## config.mk

```make
export PLATFORM = sky130hd
export DESIGN_NAME = nor_share_arb
export DESIGN_NICKNAME = d
export VERILOG_FILES = /design/src/rtl/nor_share_arb.sv
export SDC_FILE = /design/constraint.sdc
export NUM_CORES = 1
export LEC_CHECK = 0
export BUFFER_PORTS_ARGS = -buffer_cell sky130_fd_sc_hd__buf_2
export CORE_UTILIZATION = 43
export CTS_BUF_LIST = sky130_fd_sc_hd__clkbuf_8 sky130_fd_sc_hd__clkbuf_16
export DETAILED_ROUTE_END_ITERATION = 10
export MAX_ROUTING_LAYER = met4
export PLACE_DENSITY = 0.77
export SYNTH_ARGS = -nofsm -noshare
export SYNTH_HDL_FRONTEND = slang
export SYNTH_SLANG_ARGS = --single-unit
```

## constraint.sdc

```tcl
create_clock -name clk -period 1.6 [get_ports clk]
set_clock_uncertainty 0.05 [all_clocks]
set_input_delay 0.32 -clock clk [delete_from_list [all_inputs] [get_ports clk]]
set_output_delay 0.32 -clock clk [all_outputs]
set_load 0.02 [all_outputs]
```

## src/rtl/nor_share_arb.sv

```systemverilog
// rtl/nor_share_arb.sv - round-robin arbiter sharing one W-bit NOR unit among N requesters
module nor_share_arb #(
    parameter int IDW = 2,
    parameter int W   = 8,
    parameter int N   = 2**IDW
) (
    input  logic             clk,
    input  logic             rst,
    input  logic [N-1:0]     req,
    input  logic [N*W-1:0]   a,
    input  logic [N*W-1:0]   b,
    output logic [N-1:0]     gnt,
    output logic             busy,
    output logic             res_valid,
    output logic [IDW-1:0]   res_id,
    output logic [W-1:0]     res
);

    typedef enum logic [1:0] {
        IDLE = 2'd0,
        EVAL = 2'd1,
        DONE = 2'd2
    } state_t;

    state_t           state;
    state_t           state_next;
    logic [IDW-1:0]   ptr;
    logic [IDW-1:0]   id;
    logic [W-1:0]     op_a;
    logic [W-1:0]     op_b;
    logic             found;
    logic [IDW-1:0]   win;
    logic [IDW-1:0]   idx;

    // Scan upward from ptr; IDW-bit addition gives the modulo-N wrap for free.
    always_comb begin
        found = 1'b0;
        win   = '0;
        idx   = '0;
        for (int k = 0; k < N; k++) begin
            idx = ptr + IDW'(k);
            if (!found && req[idx]) begin
                found = 1'b1;
                win   = idx;
            end
        end
    end

    always_comb begin
        state_next = state;
        case (state)
            IDLE:    if (found) state_next = EVAL;
            EVAL:    state_next = DONE;
            DONE:    state_next = IDLE;
            default: state_next = IDLE;
        endcase
    end

    always_ff @(posedge clk) begin
        if (rst) state <= IDLE;
        else     state <= state_next;
    end

    always_ff @(posedge clk) begin
        if (rst) begin
            ptr       <= '0;
            id        <= '0;
            op_a      <= '0;
            op_b      <= '0;
            gnt       <= '0;
            res_valid <= 1'b0;
            res_id    <= '0;
            res       <= '0;
        end else begin
            case (state)
                IDLE: begin
                    if (found) begin
                        op_a <= a[int'(win)*W +: W];
                        op_b <= b[int'(win)*W +: W];
                        id   <= win;
                        gnt  <= N'(1) << win;
                        ptr  <= win + IDW'(1);
                    end
                end
                EVAL: begin
                    res       <= ~(op_a | op_b);
                    res_id    <= id;
                    res_valid <= 1'b1;
                    gnt       <= '0;
                end
                DONE: begin
                    res_valid <= 1'b0;
                end
                default: begin
                    gnt       <= '0;
                    res_valid <= 1'b0;
                end
            endcase
        end
    end

    assign busy = (state != IDLE);

endmodule
```

# Word level (Yosys, flattened, before mapping)

Cells that the tools add are included.

Bits in registers: 37
Bits of input ports: 70
Output and inout port bits: 16

Add/subtract/negate cells: 4
$lt $le $gt $ge: 4
Eq/ne operators: 3
Shifts and indexed selects: 3
Mux-type cells: 21
Bitwise operators: 3
Reductions and logical operators: 10

Operators with widths:

| cell                                               | number |
|---|---|
| variable part select 32 x 6 -> 8 bit               | 2 |
| < comparator 2 x 3 -> 1 bit, second input constant | 4 |
| 2-to-1 mux 2 bit                                   | 5 |
| binary-select mux 1 bit (select 2 bit)             | 4 |
| 2-to-1 mux 1 bit                                   | 8 |
| inverter 8 bit                                     | 1 |
| bitwise OR 8 bit                                   | 1 |
| one-hot mux 4 bit (2 select lines)                 | 1 |
| adder 2 x 1 -> 2 bit, second input constant        | 2 |
| adder 2 bit, second input constant                 | 2 |
| 2-to-1 mux 4 bit                                   | 1 |
| one-hot mux 2 bit (2 select lines)                 | 1 |
| AND reduction 2 bit                                | 2 |
| << shifter 1 x 2 -> 4 bit, first input constant    | 1 |
| logical AND 1 bit                                  | 3 |
| logical NOT 1 bit                                  | 3 |
| == test 2 x 1 -> 1 bit, second input constant      | 1 |
| == test 2 bit, second input constant               | 1 |
| logical NOT 2 bit                                  | 1 |
| inequality test 2 bit, second input constant       | 1 |
| one-hot mux 1 bit (2 select lines)                 | 1 |
| nonzero test 2 bit                                 | 1 |
| inverter 1 bit                                     | 1 |

# Logic depth before layout (Yosys ltp)

Gate-level depths: netlist of the first run.

Depth in word-level cells: 15
Mapped depth: 7
Depth with buffers taken out: 4

# Least setup slack after synthesis of the first run

Ideal clock, no wire load.

Path type: input to register
From: in req[1]
To: reg op_b[6]
Setup time: 124 ps
Data arrival time: 1484 ps
Slack: -58 ps
Stages: 6
Path buffers: 2
Cells stage by stage: buf_2 > or3b_1 > o221ai_4 > buf_6 > mux2i_1 > o22ai_1

Cells in the longest elaborated chain, start to end: 13
Elaborated cells on any way between the ends: 24
Classes of those cells: shift: 1; mux: 16; reduce/logical: 7

Ends and longest elaborated chain:

| item                                                                        | line | text |
|---|---|---|
| start, declared                                                             | 9    | `input logic [N-1:0] req,` |
| binary-select mux 1 bit (select 2 bit)                                      | 42   | `if (!found && req[idx]) begin` |
| 2-to-1 mux 1 bit (not written as such)                                      | 42   |  |
| 2-to-1 mux 1 bit                                                            | 42   |  |
| logical NOT 1 bit                                                           | 42   |  |
| logical AND 1 bit                                                           | 42   |  |
| 2-to-1 mux 1 bit                                                            | 42   |  |
| logical NOT 1 bit                                                           | 42   |  |
| logical AND 1 bit                                                           | 42   |  |
| 2-to-1 mux 1 bit                                                            | 42   |  |
| logical NOT 1 bit                                                           | 42   |  |
| logical AND 1 bit                                                           | 42   |  |
| 2-to-1 mux 2 bit or 2-to-1 mux 1 bit (tied branches)                        | 42   |  |
| variable part select 32 x 6 -> 8 bit or AND reduction 2 bit (tied branches) | n/a  |  |
| end signal, assigned                                                        | 79   | `op_b <= b[int'(win)*W +: W];` |
| end, declared                                                               | 30   | `logic [W-1:0] op_b;` |

Several ways; a longest one is shown, not always the timed one. The select of a mux whose other input is x is not followed.
A chain may end at the register's enable or synchronous reset.

# Final worst setup path of the first run

From: reg ptr[1]
To: reg op_b[7]

Cells in the longest elaborated chain, start to end: 13
Elaborated cells on any way between the ends: 27
Classes of those cells: add/sub: 3; shift: 1; mux: 16; reduce/logical: 7

Ends and longest elaborated chain:

| item                                                          | line | text |
|---|---|---|
| start, declared                                               | 27   | `logic [IDW-1:0] ptr;` |
| start signal, assigned                                        | 82   | `ptr <= win + IDW'(1);` |
| branches (longest 13 deep; another with adder 2 x 1 -> 2 bit) | n/a  |  |

Parallel ways; which one is timed is not known. The select of a mux whose other input is x is not followed.

==> results of run 1 <==
registers in the layout, summed over array words and instances, names as in the netlist:
register   count
id             2
op_b           8
op_a           8
ptr            2
state          2
res_valid      1
res            8
res_id         2
gnt            4
power by group through the flow:
stage	logic [mW]	clock network, mW	registers (mW)
after CTS	0.998	1.00	1.15
after global placement	0.957	0	1.16
after floorplan	0.623	0	1.18
after global routing	1.12	1.03	1.16
final	1.03	0.997	1.15
after detailed placement	0.976	0	1.16
synthesized netlist by cell type (all sizes together):
cell type	n	area (um^2)
nand2	4	15.01
nor2	16	60.06
or2	5	31.28
nor3	12	60.06
a221o	1	10.01
o211ai	1	7.510
a21oi	14	70.07
clkbuf	9	33.78
dfxtp	37	740.7
o21ai	23	118.9
nor4	1	21.27
nor2b	2	12.51
a211o	1	8.760
nand2b	2	12.51
buf	18	127.6
and3	1	6.260
o2111ai	17	148.9
or3b	1	8.760
a21boi	1	7.510
o221ai	1	26.28
nand3	1	5.000
o22ai	16	100.1
a221oi	17	211.5
and4b	1	10.01
o211a	1	10.01
inv	3	11.26
a211oi	2	15.01
mux2i	21	210.2
worst max path at each step:
stage	to	depth (start not counted)	slack [ns]
final	op_b[7]$_SDFFE_PP0P_	5	0.03
after global routing	op_b[7]$_SDFFE_PP0P_	5	-0.02
after CTS	op_b[2]$_SDFFE_PP0P_	5	0.02
after detailed placement	ptr[0]$_SDFFE_PP0P_	5	-0.13
after global placement	op_b[6]$_SDFFE_PP0P_	6	-0.1
after floorplan	op_b[6]$_SDFFE_PP0P_	6	-0.009
critical path, stage by stage (launching register included):
cell,delay (ns)
dfxtp_4,0.38
and4b_1,0.20
a211o_1,0.30
buf_12,0.17
a221oi_2,0.26
o22ai_1,0.11
cells by family (layout without fill, tap and decap cells):
| family | after synthesis | in the layout | share of synthesized area (%) |
|---|---|---|---|
| AOI/OAI and AO/OA | 95 | 95 | 34.96 |
| DFF | 37 | 37 | 35.26 |
| buffers and inverters | 30 | 122 | 8.219 |
| and+or+nand+nor | 46 | 46 | 11.55 |
| muxes | 21 | 21 | 10.01 |
layer usage:
| layer | GRT usage [%] | wire length [um] | vias to the layer above |
|---|---|---|---|
| met5 | - | 0 | - |
| met4 | 14.60 | 244 | 0 |
| met3 | 4.861 | 332 | 20 |
| met2 | 40.36 | 3023 | 82 |
| met1 | 27.30 | 2452 | 1014 |
| li1 | - | - | 1080 |
final cells by class:
cell class | instances | area share (%)
clock buffer | 5 | 2.351
clock inverter | 3 | 2.351
tap | 67 | 2.864
timing repair buffer | 111 | 23.90
inverter | 3 | 0.3848
sequential | 37 | 25.44
multi-input combinational | 162 | 42.71
what timing repair did:
item,4_1_cts,5_1_grt
pin swaps,0,1
cloned,0,0
buffers inserted,0,1
setup endpoints to repair,16,12
gates resized for setup,6,8
==> results.yml, run 1 <==
routing:
  drt_iter0_drc: 77
  ant_nets: 0
  routedWlPerCell_um: 15.60
  drc: 0
  routed_wl_mm: 6.053
  vias_per_cell: 5.660
  first_pass_iters: 4
  num_vias: 2196
worst_setup_path:
  start_kind: "flip-flop"
  rr_endpoint: "op_b[7]$_SDFFE_PP0P_"
  startpoint: "ptr[1]$_SDFFE_PP0P_"
  rr_worst_depth: 5
  r2r_setup_slack_ns: 0.03
  cp.arrival_ns: 1.71
  cp.required_ns: 1.74
  path_max_fanout: 17
  worstSetupPathType: "reg2reg"
  end_kind: "flip-flop"
  r2r-start: "ptr[1]$_SDFFE_PP0P_"
final_layout:
  drive_gt1_share_pct: 45.79
  utilization_pct: 61.96
  num-nets-final: 390
  layout_commonest_cell: "buf_2"
  nFillCells: 412
  multi_input_area_mm2: 0.001250
  layout_common_cells: "85 x buf_2, 36 x dfxtp_1, 21 x o21ai_0"
  layout.cells.non_filler: 388
  regArea_um2: 744.5
  area_growth_pct: 39.31
  n_antenna_cell: 0
  finalInstanceArea_mm2: 0.002927
synthesis:
  synth-seq-cells: 37
  avgSynthCellArea_um2: 9.174
  yosys_warnings: 0
  post_synth_instance_area_mm2: 0.002101
  synthDistinctLibCells: 35
  synthesis.instances: 229
  seq_area_frac_synth_pct: 35.26
  synth_fp_nets: 299
floorplanning:
  die-area_mm2: 0.005169
  die_x_um: 71.90
  io_pins: 86
  start_util_pct: 44.48
  die_h_um: 71.90
  core_mm2: 0.004723
  placementRows: 25
timing:
  min_period_over_period_pct: 98.25
  timing.hold.ws_ns: 0.2326
  worst_slack_ns: 0.02799
  min_period_ns: 1.572
  fmax_ghz: 0.6361
  timing.slew.headroom_pct: 75.21
  rsz0062_at_grt: "true"
  drv_slew: 0
  hold_violations: 0
  tightestPinTransition_ns: 0.3704
  tns_ns: 0
  setup_viol: 0
place:
  hpwlAfterDp_mm: 4.269
  place.gp.congestion: 0.8829
  place.port_buffers: 85
  placedInstanceArea_mm2: 0.002721
  dp_cells: 379
  place_ws_ns: -0.1276
grt:
  antenna_found_initial: 0
  grt_pass1_vias: 2057
  grt_first_pass_wirelength_mm: 9.404
  grt_max_degree: 34
  grt_use_total_pct: 24.40
  grt_overflow: 0
hold_path:
  holdCritStartpoint: "a[29]"
  min_to: "op_a[5]$_SDFFE_PP0P_"
  min_path_type: "in2reg"
  hold_path_depth: 3
power:
  switching_share_pct: 31.66
  pwr-share-comb_pct: 32.5
  max-vdd-ir-drop_mv: 0.6188
  power.density_mw_per_mm2: 1087
  pwr-share-seq_pct: 36.1
  clkPwrFrac_pct: 31.3
  totalPowerFinal_mw: 3.181
  p_sw_mw: 1.007
  cellLeakagePower_nw: 1.310
  intPower_mw: 2.174
cts:
  clk_latency_ns: 0.30
  cts_tree: "built"
  h-tree-depth: 2
  ctsRootBufferMaster: "clkbuf_8"
  cts.sink_count: 37
  clkSlewWorstSetupHoldPaths_ns: 0.08
  ctsHoldBuffers: 0
  clockBufferDepth: 2
  cts_made_buffers: 5
flow_run:
  maxCapViolations: 0
status:
  outcome: "finished, final reports clean"
(Power assumes the default switching activity.)
==> run 2: changes to the inputs <==
--- a/config.mk
+++ b/config.mk
@@ -10,7 +10,7 @@
 export CTS_BUF_LIST = sky130_fd_sc_hd__clkbuf_8 sky130_fd_sc_hd__clkbuf_16
 export DETAILED_ROUTE_END_ITERATION = 10
 export MAX_ROUTING_LAYER = met4
-export PLACE_DENSITY = 0.77
+export PLACE_DENSITY = 0.79
 export SYNTH_ARGS = -nofsm -noshare
 export SYNTH_HDL_FRONTEND = slang
 export SYNTH_SLANG_ARGS = --single-unit
==> results.yml, run 2 (same netlist as run 1, synthesis figures left out) <==
cts:
  ctsRootBufferMaster: "clkbuf_8"
  cts.sink_count: 37
  cts_made_buffers: 5
  cts_tree: "built"
  h-tree-depth: 2
  clockBufferDepth: 2
  clkSlewWorstSetupHoldPaths_ns: 0.07
  clk_latency_ns: 0.30
worst_setup_path:
  end_kind: "flip-flop"
  cp.arrival_ns: 1.75
  worstSetupPathType: "reg2reg"
  rr_endpoint: "op_a[2]$_SDFFE_PP0P_"
  r2r-start: "ptr[1]$_SDFFE_PP0P_"
  path_max_fanout: 6
  rr_worst_depth: 5
  cp.required_ns: 1.73
  startpoint: "ptr[1]$_SDFFE_PP0P_"
  r2r_setup_slack_ns: -0.02
  start_kind: "flip-flop"
grt:
  antenna_found_initial: 0
  grt_use_total_pct: 24.54
  grt_pass1_vias: 2042
  grt_overflow: 0
  grt_first_pass_wirelength_mm: 9.439
  grt_max_degree: 34
routing:
  num_vias: 2239
  wl_met2_mm: 3.083
  drt_iter0_drc: 105
  vias_per_cell: 5.712
  routed_wl_mm: 6.046
  drt-met1-wl_mm: 2.520
  wl_met3_um: 352
  ant_nets: 0
  top_layer: "met4"
  routedWlPerCell_um: 15.42
  first_pass_iters: 4
  drc: 0
power:
  power.density_mw_per_mm2: 1027
  max-vdd-ir-drop_mv: 0.6685
  cellLeakagePower_nw: 1.333
final_layout:
  area_growth_pct: 46.58
  layout_commonest_cell: "buf_2"
  layout_common_cells: "85 x buf_2, 36 x dfxtp_1, 21 x o21ai_0"
  drive_gt1_share_pct: 48.62
  reg.largest.list: "op_a x8, op_b x8, res x8"
  n_antenna_cell: 0
  finalInstanceArea_mm2: 0.003079
  layout.cells.non_filler: 392
  num-nets-final: 394
timing:
  tns_ns: -0.06384
  fmax_ghz: 0.6177
  setup_viol: 4
  hold_violations: 0
  timing.hold.ws_ns: 0.2393
  min_period_ns: 1.619
  min_period_over_period_pct: 101.2
  drv_slew: 0
  worst_slack_ns: -0.01889
  rsz0062_at_grt: "true"
  timing.slew.headroom_pct: 72.50
  tightestPinTransition_ns: 0.4125
status:
  outcome: "finished with violations"
  failed_checks: "setup timing"
place:
  place.gp.congestion: 0.8307
  hpwlAfterDp_mm: 4.174
  placedInstanceArea_mm2: 0.002726
  dp_cells: 378
  place_ws_ns: -0.2958
  place.port_buffers: 85
hold_path:
  min_path_type: "in2reg"
  holdCritStartpoint: "a[29]"
  hold_path_depth: 3
  min_to: "op_a[5]$_SDFFE_PP0P_"
floorplanning:
  core_mm2: 0.004723
  die_x_um: 71.90
  start_util_pct: 44.48
  die_h_um: 71.90
  placementRows: 25
  die-area_mm2: 0.005169
  io_pins: 86
flow_run:
  maxCapViolations: 0
run 2: cell count changes in the layout (fill, tap and decap cells not counted), moves of 2 or more:
cell / change
nor2_4: +2
mux2i_1: -6
mux2i_2: +6
buf_12: +2
a221oi_2: -2
a221oi_1: -2
buf_6: +3
buf_4: -3
a221oi_4: +4
run 2: worst max path at each step:
stage,end,slack (ns),cells after the start
2_1_floorplan,op_b[6]$_SDFFE_PP0P_,-0.009,6
3_3_place_gp,op_a[1]$_SDFFE_PP0P_,-0.21,5
3_5_place_dp,op_b[0]$_SDFFE_PP0P_,-0.30,5
4_1_cts,op_b[2]$_SDFFE_PP0P_,-0.02,5
5_1_grt,op_a[6]$_SDFFE_PP0P_,-0.08,5
6_report,op_a[2]$_SDFFE_PP0P_,-0.02,5
run 2: cell type report:
type,count,area [um^2]
Clock buffer,6,82.58
Timing Repair Buffer,114,775.7
Multi-Input combinational cell,163,1344
Clock inverter,2,37.54
Fill cell,376,1644
Sequential cell,37,744.5
Inverter,3,11.26
Tap cell,67,83.83
run 2: through the flow:
stage | util (%) | power (mW)
3_5_place_dp | 57.72 | 2.154
6_report | 65.19 | 3.163
2_1_floorplan | - | 1.798
3_3_place_gp | 57.72 | 2.127
5_1_grt | 65.19 | 3.319
4_1_cts | 61.77 | 3.045
run 2: worst max-delay path, cell delays in order (launching register included):
cell,delay [ns]
dfxtp_4,0.38
or3b_4,0.38
o221ai_4,0.15
clkbuf_16,0.25
mux2i_2,0.21
o22ai_1,0.08
run 2: report_power, final:
group	leakage, nW	switching [mW]	internal (mW)	total, mW
registers	0.306	0.0980	1.05	1.15
clock network	0.0574	0.346	0.507	0.853
logic	0.969	0.589	0.573	1.16
total	1.33	1.03	2.13	3.16
run 2: layer usage:
metal,global-route usage (%),vias up
li1,-,1095
met2,42.45,90
met5,-,-
met1,28.40,1045
met4,8.715,0
met3,4.722,9
run 2: repair_timing:
item,CTS,global route
pin swaps,1,6
gates resized for setup,13,20
hold buffers,0,0
endpoints found under the setup margin,18,16
cloned,0,2
buffers inserted,0,4
endpoints found under the hold margin,0,0
==> run 3: changes to the inputs <==
--- a/config.mk
+++ b/config.mk
@@ -6,11 +6,14 @@
 export NUM_CORES = 1
 export LEC_CHECK = 0
 export BUFFER_PORTS_ARGS = -buffer_cell sky130_fd_sc_hd__buf_2
-export CORE_UTILIZATION = 43
+export CELL_PAD_IN_SITES_DETAIL_PLACEMENT = 0
+export CELL_PAD_IN_SITES_GLOBAL_PLACEMENT = 2
+export CORE_UTILIZATION = 25
 export CTS_BUF_LIST = sky130_fd_sc_hd__clkbuf_8 sky130_fd_sc_hd__clkbuf_16
 export DETAILED_ROUTE_END_ITERATION = 10
+export HOLD_SLACK_MARGIN = 0.06
 export MAX_ROUTING_LAYER = met4
-export PLACE_DENSITY = 0.79
+export PLACE_DENSITY = 0.81
 export SYNTH_ARGS = -nofsm -noshare
 export SYNTH_HDL_FRONTEND = slang
 export SYNTH_SLANG_ARGS = --single-unit
==> results.yml, run 3 (same netlist as run 1, synthesis figures left out) <==
status:
  outcome: "finished, final reports clean"
place:
  dp_cells: 423
  place_ws_ns: -0.1914
  placedInstanceArea_mm2: 0.002839
  place.port_buffers: 85
  hpwlAfterDp_mm: 5.044
  place.gp.congestion: 0.8026
worst_setup_path:
  slowest_delay_ns: 0.34
  rr_endpoint: "op_b[4]$_SDFFE_PP0P_"
  crit_chain: "or2_4 > or2_1 > buf_12 > a221oi_1 > o22ai_1"
  cp_slowest_cell: "or2_1"
  end_kind: "flip-flop"
  path_max_fanout: 12
  start_kind: "flip-flop"
  startpoint: "state[0]$_SDFFE_PP0P_"
  cp.arrival_ns: 1.72
  rr_worst_depth: 5
  endpoint: "op_b[4]$_SDFFE_PP0P_"
  worstSetupPathType: "reg2reg"
  cp_top_family: "simple AND/OR/NAND/NOR gates"
  r2r-start: "state[0]$_SDFFE_PP0P_"
  path_buf_inv: 1
  r2r_setup_slack_ns: 0.006
  cp.required_ns: 1.73
  crit_cells: 5
final_layout:
  reg.largest.list: "op_a x8, op_b x8, res x8"
  utilization_pct: 37.30
  n_antenna_cell: 0
  nFillCells: 875
  area_growth_pct: 45.15
  finalInstanceArea_mm2: 0.003049
  layout.cells.non_filler: 431
  layout_common_cells: "85 x buf_2, 36 x dfxtp_1, 21 x o21ai_0, 21 x buf_4, 17 x o2111ai_1"
  drive_gt1_share_pct: 49.08
  num-nets-final: 395
  layout_commonest_cell: "buf_2"
floorplanning:
  core_mm2: 0.008175
  placementRows: 33
  io_pins: 86
  die_x_um: 93.67
  die-area_mm2: 0.008774
  die_h_um: 93.67
  start_util_pct: 25.70
timing:
  min_period_over_period_pct: 99.64
  timing.hold.ws_ns: 0.2509
  tns_ns: 0
  setup_viol: 0
  rsz0062_at_grt: "true"
  fmax_ghz: 0.6273
  drv_slew: 0
  worst_slack_ns: 0.005775
  timing.slew.headroom_pct: 77.42
  tightestPinTransition_ns: 0.3362
  hold_violations: 0
  min_period_ns: 1.594
grt:
  grt_pass1_vias: 2116
  grt_max_degree: 34
  grt_first_pass_wirelength_mm: 10.72
  met2_usage_pct: 28.49
  grt_overflow: 0
  grt_most_used_layer: "met2"
  met3_usage_pct: 3.398
  antenna_found_initial: 0
  grt_use_total_pct: 16.51
  use_met1_pct: 19.69
power:
  intPower_mw: 1.907
  p_sw_mw: 1.026
  switching_share_pct: 34.98
  power.density_mw_per_mm2: 961.7
  pwr-share-comb_pct: 38.7
  cellLeakagePower_nw: 1.302
  totalPowerFinal_mw: 2.932
  clkPwrFrac_pct: 22.2
  max-vdd-ir-drop_mv: 0.3489
  pwr-share-seq_pct: 39.1
hold_path:
  min_path_type: "in2reg"
routing:
  vias_per_cell: 5.132
  first_pass_iters: 4
  ant_nets: 0
  drt_iter0_drc: 105
  drc: 0
  num_vias: 2212
  routed_wl_mm: 6.776
  routedWlPerCell_um: 15.72
cts:
  clk_latency_ns: 0.29
  cts_made_buffers: 5
  h-tree-depth: 2
  cts.sink_count: 37
  cts_tree: "built"
  cts_setup_buffers: 0
  clkSlewWorstSetupHoldPaths_ns: 0.08
  ctsRootBufferMaster: "clkbuf_8"
  clockBufferDepth: 2
flow_run:
  maxCapViolations: 0
run 3: changes by cell type in the layout (fill, tap and decap cells not counted), moves of 2 or more:
cell,change
buf_4,+5
a221oi_4,-4
a221oi_2,+3
mux2i_4,+3
buf_6,-2
clkinv_2,+2
mux2i_1,-2
nor2_4,-2
run 3: metal layers:
layer  part of all wire [%]  wire, um
met1                     45      3029
met2                     49      3300
met3                    4.8       327
met4                    1.8       119
met5                      0         0
run 3: power groups by stage:
stage / Clock, mW / Combinational, mW / Sequential [mW]
floorplan: 0 / 0.623 / 1.18
global placement: 0 / 1.04 / 1.17
detailed placement: 0 / 1.05 / 1.17
CTS: 0.675 / 1.07 / 1.15
global route: 0.703 / 1.23 / 1.17
finish: 0.650 / 1.14 / 1.15
run 3: what timing repair did:
action / in CTS / in global routing
endpoints found under the setup margin: 18 / 17
gates resized for setup: 5 / 19
pin swaps: 0 / 7
gates cloned: 0 / 0
hold buffers: 0 / 0
run 3: area by class of cell:
class / count / area [um^2] / area share, %
sequential: 37 / 744.5 / 24.42
clock buffer: 5 / 68.82 / 2.257
inverter: 3 / 11.26 / 0.3693
timing repair buffer: 116 / 765.7 / 25.11
multi-input combinational: 162 / 1310 / 42.96
clock inverter: 3 / 17.52 / 0.5745
tap: 105 / 131.4 / 4.309
run 3: worst min-delay path by stage:
| stage | from | end | slack (ns) | cells past startpoint |
|---|---|---|---|---|
| 3_3_place_gp | id[1]$_SDFFE_PP0P_ | id[1]$_SDFFE_PP0P_ | 0.40 | 2 |
| 3_5_place_dp | id[1]$_SDFFE_PP0P_ | id[1]$_SDFFE_PP0P_ | 0.41 | 2 |
| 6_report | a[25] | op_a[1]$_SDFFE_PP0P_ | 0.25 | 3 |
| 4_1_cts | a[25] | op_a[1]$_SDFFE_PP0P_ | 0.24 | 3 |
| 2_1_floorplan | id[0]$_SDFFE_PP0P_ | id[0]$_SDFFE_PP0P_ | 0.39 | 2 |
| 5_1_grt | a[25] | op_a[1]$_SDFFE_PP0P_ | 0.24 | 3 |
run 3: tightest hold or removal path, delay by kind of cell:
kind	cells	cell delay, ns
AOI/OAI and AO/OA	1	0.09
buffers and inverters	1	0.07
muxes	1	0.06
